==> src/rtl/shift_pkg.sv <==
// Shared definitions for the shift unit arbiter:
// operation encodings, datapath widths and the operand bundle.
package shift_pkg;

    localparam int WIDTH   = 32;
    localparam int SHAMT_W = 5;

    localparam logic [1:0] SH_OP_SLL  = 2'b00;
    localparam logic [1:0] SH_OP_SRL  = 2'b01;
    localparam logic [1:0] SH_OP_SRA  = 2'b10;
    localparam logic [1:0] SH_OP_PASS = 2'b11;

    typedef struct packed {
        logic [WIDTH-1:0]   a;
        logic [SHAMT_W-1:0] shamt;
        logic [1:0]         op;
    } sh_req_t;

endpackage

==> src/rtl/shift_core.sv <==
// Combinational logarithmic barrel shifter: one 2:1 mux stage per
// shamt bit, largest distance first, fill bit chosen by the op.
module shift_core
    import shift_pkg::*;
(
    input  logic [WIDTH-1:0]   a,
    input  logic [SHAMT_W-1:0] shamt,
    input  logic [1:0]         op,
    output logic [WIDTH-1:0]   y
);

    logic left;
    logic fill;

    assign left = (op == SH_OP_SLL);
    assign fill = (op == SH_OP_SRA) ? a[WIDTH-1] : 1'b0;

    for (genvar k = 0; k < SHAMT_W; k++) begin : g_stage
        localparam int N = 1 << (SHAMT_W - 1 - k);

        logic [WIDTH-1:0] x;
        logic [WIDTH-1:0] sl;
        logic [WIDTH-1:0] sr;
        logic [WIDTH-1:0] y;

        if (k == 0) begin : g_first
            assign x = a;
        end else begin : g_next
            assign x = g_stage[k-1].y;
        end

        assign sl = {x[WIDTH-1-N:0], {N{1'b0}}};
        assign sr = {{N{fill}}, x[WIDTH-1:N]};
        assign y  = shamt[SHAMT_W-1-k] ? (left ? sl : sr) : x;
    end

    assign y = (op == SH_OP_PASS) ? a : g_stage[SHAMT_W-1].y;

endmodule

==> src/rtl/shift_unit_arbiter.sv <==
// Round-robin arbiter sharing one barrel shifter between NREQ requesters;
// registered, id-tagged result with a valid/ready response handshake.
module shift_unit_arbiter #(
    parameter int WIDTH   = shift_pkg::WIDTH,
    parameter int SHAMT_W = shift_pkg::SHAMT_W,
    parameter int NREQ    = 2,
    parameter int ID_W    = 2
) (
    input  logic                    clock,
    input  logic                    reset_n,
    input  logic [NREQ-1:0]         req_valid,
    output logic [NREQ-1:0]         req_ready,
    input  logic [NREQ*WIDTH-1:0]   req_data,
    input  logic [NREQ*SHAMT_W-1:0] req_shamt,
    input  logic [NREQ*2-1:0]       req_op,
    output logic                    resp_valid,
    input  logic                    resp_ready,
    output logic [WIDTH-1:0]        resp_data,
    output logic [ID_W-1:0]         resp_id,
    output logic                    busy
);

    import shift_pkg::*;

    logic [ID_W-1:0]  last_grant;
    logic [NREQ-1:0]  grant;
    logic [ID_W-1:0]  gidx;
    logic             found;
    logic             accept_en;
    logic             transfer;
    sh_req_t          sel;
    logic [WIDTH-1:0] shift_y;

    assign accept_en = ~resp_valid | resp_ready;
    assign transfer  = accept_en & found;
    assign req_ready = accept_en ? grant : '0;
    assign busy      = resp_valid & ~resp_ready;

    // Two passes: indices above the last grant first, then wrap around.
    always_comb begin
        grant = '0;
        gidx  = '0;
        found = 1'b0;
        for (int i = 0; i < NREQ; i++) begin
            if (!found && req_valid[i] && (i > int'(last_grant))) begin
                found    = 1'b1;
                grant[i] = 1'b1;
                gidx     = ID_W'(i);
            end
        end
        for (int i = 0; i < NREQ; i++) begin
            if (!found && req_valid[i] && (i <= int'(last_grant))) begin
                found    = 1'b1;
                grant[i] = 1'b1;
                gidx     = ID_W'(i);
            end
        end
    end

    always_comb begin
        sel = '0;
        for (int i = 0; i < NREQ; i++) begin
            if (grant[i]) begin
                sel.a     = req_data[i*WIDTH +: WIDTH];
                sel.shamt = req_shamt[i*SHAMT_W +: SHAMT_W];
                sel.op    = req_op[i*2 +: 2];
            end
        end
    end

    shift_core u_core (
        .a     (sel.a),
        .shamt (sel.shamt),
        .op    (sel.op),
        .y     (shift_y)
    );

    always_ff @(posedge clock or negedge reset_n) begin
        if (!reset_n) begin
            resp_valid <= 1'b0;
            resp_data  <= '0;
            resp_id    <= '0;
            last_grant <= ID_W'(NREQ - 1);
        end else if (accept_en) begin
            resp_valid <= transfer;
            if (transfer) begin
                resp_data  <= shift_y;
                resp_id    <= gidx;
                last_grant <= gidx;
            end
        end
    end

endmodule

==> config.mk <==
export PLATFORM = sky130hd
export DESIGN_NAME = shift_unit_arbiter
export DESIGN_NICKNAME = d
export VERILOG_FILES = /design/src/rtl/shift_pkg.sv /design/src/rtl/shift_core.sv /design/src/rtl/shift_unit_arbiter.sv
export SDC_FILE = /design/constraint.sdc
export NUM_CORES = 1
export LEC_CHECK = 0
export ABC_AREA = 1
export CORE_MARGIN = 2
export CORE_UTILIZATION = 35
export CTS_CLUSTER_DIAMETER = 200
export DETAILED_ROUTE_END_ITERATION = 7
export GPL_ROUTABILITY_DRIVEN = 0
export GPL_TIMING_DRIVEN = 0
export PLACE_DENSITY = 0.57
export REMOVE_ABC_BUFFERS = 1
export SLEW_MARGIN = 25
export SYNTH_ARGS = -nofsm -noshare
export SYNTH_HDL_FRONTEND = slang
export SYNTH_SLANG_ARGS = --single-unit
==> constraint.sdc <==
create_clock -name clock -period 5.3 [get_ports clock]
set_clock_uncertainty 0.05 [all_clocks]
set_input_delay 1.325 -clock clock [delete_from_list [all_inputs] [get_ports clock]]
set_output_delay 1.325 -clock clock [all_outputs]
set_load 0.02 [all_outputs]
==> flow_metrics.py <==
metrics = {
    "critical_path": {
        "r2r_cells": 16,
        "crit_path_top_delay_cell": "clkdlybuf4s50_1",
        "worst_ep_arrival_time_ps": 5100,
        "end_kind": "flip-flop",
        "crit_chain": "clkdlybuf4s50_1 -> nand2_4 -> nand2_8 -> o21ai_4 -> nand2_4 -> o21ai_0 -> nand2_1 -> nand2_1 -> nand2_1 -> nand3_1 -> nand2_1 -> nand2_1 -> a21oi_1 -> nand3_1 -> nand2_1 -> nand2_1",
        "r2r_slack_ps": 1810,
        "worstSetupPathType": "input port to flip-flop",
        "required_ps": 5480,
        "cpMostUsedCell": "nand2_1",
        "critPathLaunchType": "input port",
        "max_stage_delay_ps": 780,
        "critPathMaxFanout": 20,
    },
    "finish": {
        "n_fill_cell": 1803,
        "area_delta_synth_final_pct": 24.3,
        "finalNetCount": 1223,
        "diodes": 0,
        "drive_gt1_frac": 0.0631,
    },
    "logic_synthesis": {
        "synth_largest_area_cell": "nand2_1",
        "synth_top_area_share": 0.369,
        "synth_edf_count": 0,
        "netlist_area_mm2": 0.00562,
        "yosysSeqAreaShare": 0.156,
        "synth_cells": 1075,
        "synth_most_common_cell": "nand2_1",
        "ys_types": 37,
        "synth-async-reset-ratio": 1.00,
        "synth_area_per_cell_um2": 5.23,
        "synthTopCellsByCount": "nand2_1, nand3_1, a21oi_1",
        "synth-seq-cells": 35,
        "synth_area_leaders": "nand2_1, nand3_1, dfrtp_1",
        "synth-main-ff-cell": "dfrtp_1",
        "yosysWarnings": 0,
    },
    "timing": {
        "maxSlewViolCount": 0,
        "slew_headroom": 0.415,
        "rsz0062_at_grt": "false",
        "fin_crit_ps": 4920,
        "tightest_slew_ps": 877,
        "fmax_mhz": 203,
        "timing.final.crit_share": 0.928,
        "setup_tns_ps": 0,
        "finalSetupViolCount": 0,
        "finalHoldViolations": 0,
    },
    "placement": {
        "port_buffers": 119,
        "dp_hpwl_mm": 16.6,
    },
    "clock_tree": {
        "cts_tree": "yes",
        "clockRootBuffer": "clkbuf_16",
        "clk_pin_slew_worst_paths_ps": 60,
        "cts_buffer_depth": 2,
        "cts_hold_buf": 0,
        "htreeDepth": 2,
        "cts_inserted_buffers": 5,
        "clk-insertion-delay-late_ps": 300,
        "cts.sink_count": 35,
    },
    "global_route": {
        "grtUsageTotal": 0.259,
        "grt_pass1_wl_mm": 34.5,
        "overflow": 0,
        "grt_max_degree": 60,
        "grt_pass1_vias": 6411,
        "antenna_found_initial": 0,
    },
    "floorplan": {
        "dieArea_mm2": 0.0171,
        "dieWidth_um": 131,
        "start_util": 0.356,
        "core-area_mm2": 0.0158,
        "rows": 46,
        "ios": 121,
        "die_h_um": 131,
    },
    "detailed_routing": {
        "wirelength_mm": 21.6,
        "vias": 7143,
        "wire_per_inst_um": 15.9,
        "route.detailed.drc": 0,
        "drtIter0Drc": 559,
        "drt_first_pass_iters": 5,
        "antenna_left": 0,
        "avgViaCountPerCell": 5.26,
    },
    "power_and_ir_drop": {
        "p_leak_nw": 3.67,
        "p_total_mw": 1.98,
        "power_density_mw_per_mm2": 284,
        "ir_worst_vdd_mv": 0.172,
    },
    "hold_path": {
        "min_path_cells": 2,
        "hold_class": "flip-flop to flip-flop",
    },
    "run": {
        "maxCapViolations": 0,
    },
    "outcome": {
        "status": "finished clean",
    },
}
## report_power, final
group          total [mW]  switching [mW]  internal [mW]  leakage [nW]
clock               0.323           0.123          0.200        0.0772
combinational        1.27           0.811          0.463          3.16
sequential          0.387          0.0403          0.347         0.441
total                1.98           0.974           1.01          3.67
## stage by stage
step / util / setup slack [ps] / instances / hold WS (ps) / instance area (um^2)
floorplan: - / 643 / 1007 / 492 / 5200
global placement: 0.422 / -2680 / 1342 / 412 / 6660
detailed placement: 0.433 / -421 / 1349 / 414 / 6830
CTS: 0.443 / 186 / 1357 / 430 / 6990
global route: 0.443 / 155 / 1357 / 446 / 6990
finish: 0.443 / 383 / 1357 / 423 / 6990
## worst paths after layout
kind                               start       endpoint
setup reg to reg           last_grant[0]  resp_data[14]
min in group asynchronous        reset_n  resp_data[30]
setup / recovery            req_valid[1]  resp_data[14]
hold reg to reg            resp_data[20]  resp_data[20]
hold / removal             resp_data[20]  resp_data[20]
max in group asynchronous        reset_n   resp_data[1]
## critical path: cells and delay by family
family | cells | cell delay [ps]
simple gates | 12 | 1900
compound gates | 3 | 1070
buf+inv | 1 | 780
## layout make-up
| type | count | area (um^2) | share of cell area |
|---|---|---|---|
| Clock buffer | 8 | 156 | 0.0224 |
| Inverter | 63 | 245 | 0.0351 |
| Multi-Input combinational cell | 909 | 4110 | 0.588 |
| Sequential cell | 35 | 877 | 0.126 |
| Tap cell | 216 | 270 | 0.0387 |
| Timing Repair Buffer | 126 | 1330 | 0.190 |
## metal layers
metal | share of wire | track usage | vias up
li1 | - | - | 3580
met1 | 0.46 | 0.356 | 3306
met2 | 0.46 | 0.423 | 225
met3 | 0.058 | 0.0395 | 32
met4 | 0.028 | 0.0751 | 0
met5 | 0 | 0 | -
## registers in the layout, indices dropped and copies added (netlist names)
name        flops
last_grant      1
resp_data      32
resp_valid      1
resp_id         1
## repair_timing
item / in CTS / in global routing
buffers inserted: 0 / 0
setup endpoints to repair: 5 / 30
gates resized for setup: 1 / 4
## placed cells by master, fill, tap and decap left out, types with 2 or more instances in the layout
cell type / netlist / routed
inv_2: 8 / 6
nand3_1: 186 / 186
buf_16: 0 / 3
a21oi_2: 2 / 2
nand3_2: 6 / 6
o21ai_2: 6 / 5
o21ai_1: 22 / 22
dfrtp_1: 34 / 34
buf_6: 13 / 2
nand2_4: 7 / 7
clkdlybuf4s50_1: 0 / 117
nand2_1: 552 / 552
o21ai_4: 1 / 2
o21a_2: 0 / 2
inv_4: 2 / 3
clkbuf_16: 0 / 5
a21oi_1: 60 / 60
buf_12: 0 / 2
clkbuf_8: 0 / 2
o211ai_1: 2 / 2
o21ai_0: 8 / 8
o22ai_1: 11 / 11
nor2_4: 3 / 6
inv_1: 52 / 52
a31oi_1: 8 / 8
nand2_8: 2 / 2
nor2_1: 14 / 11
nand2_2: 9 / 9
## cells by family after synthesis
group	after synthesis	synth area share
buf+inv	131	0.118
other cells	1	0.000667
flops	35	0.156
simple gates	784	0.600
compound gates	124	0.126
Note: power is estimated with default switching activity, not from simulation.
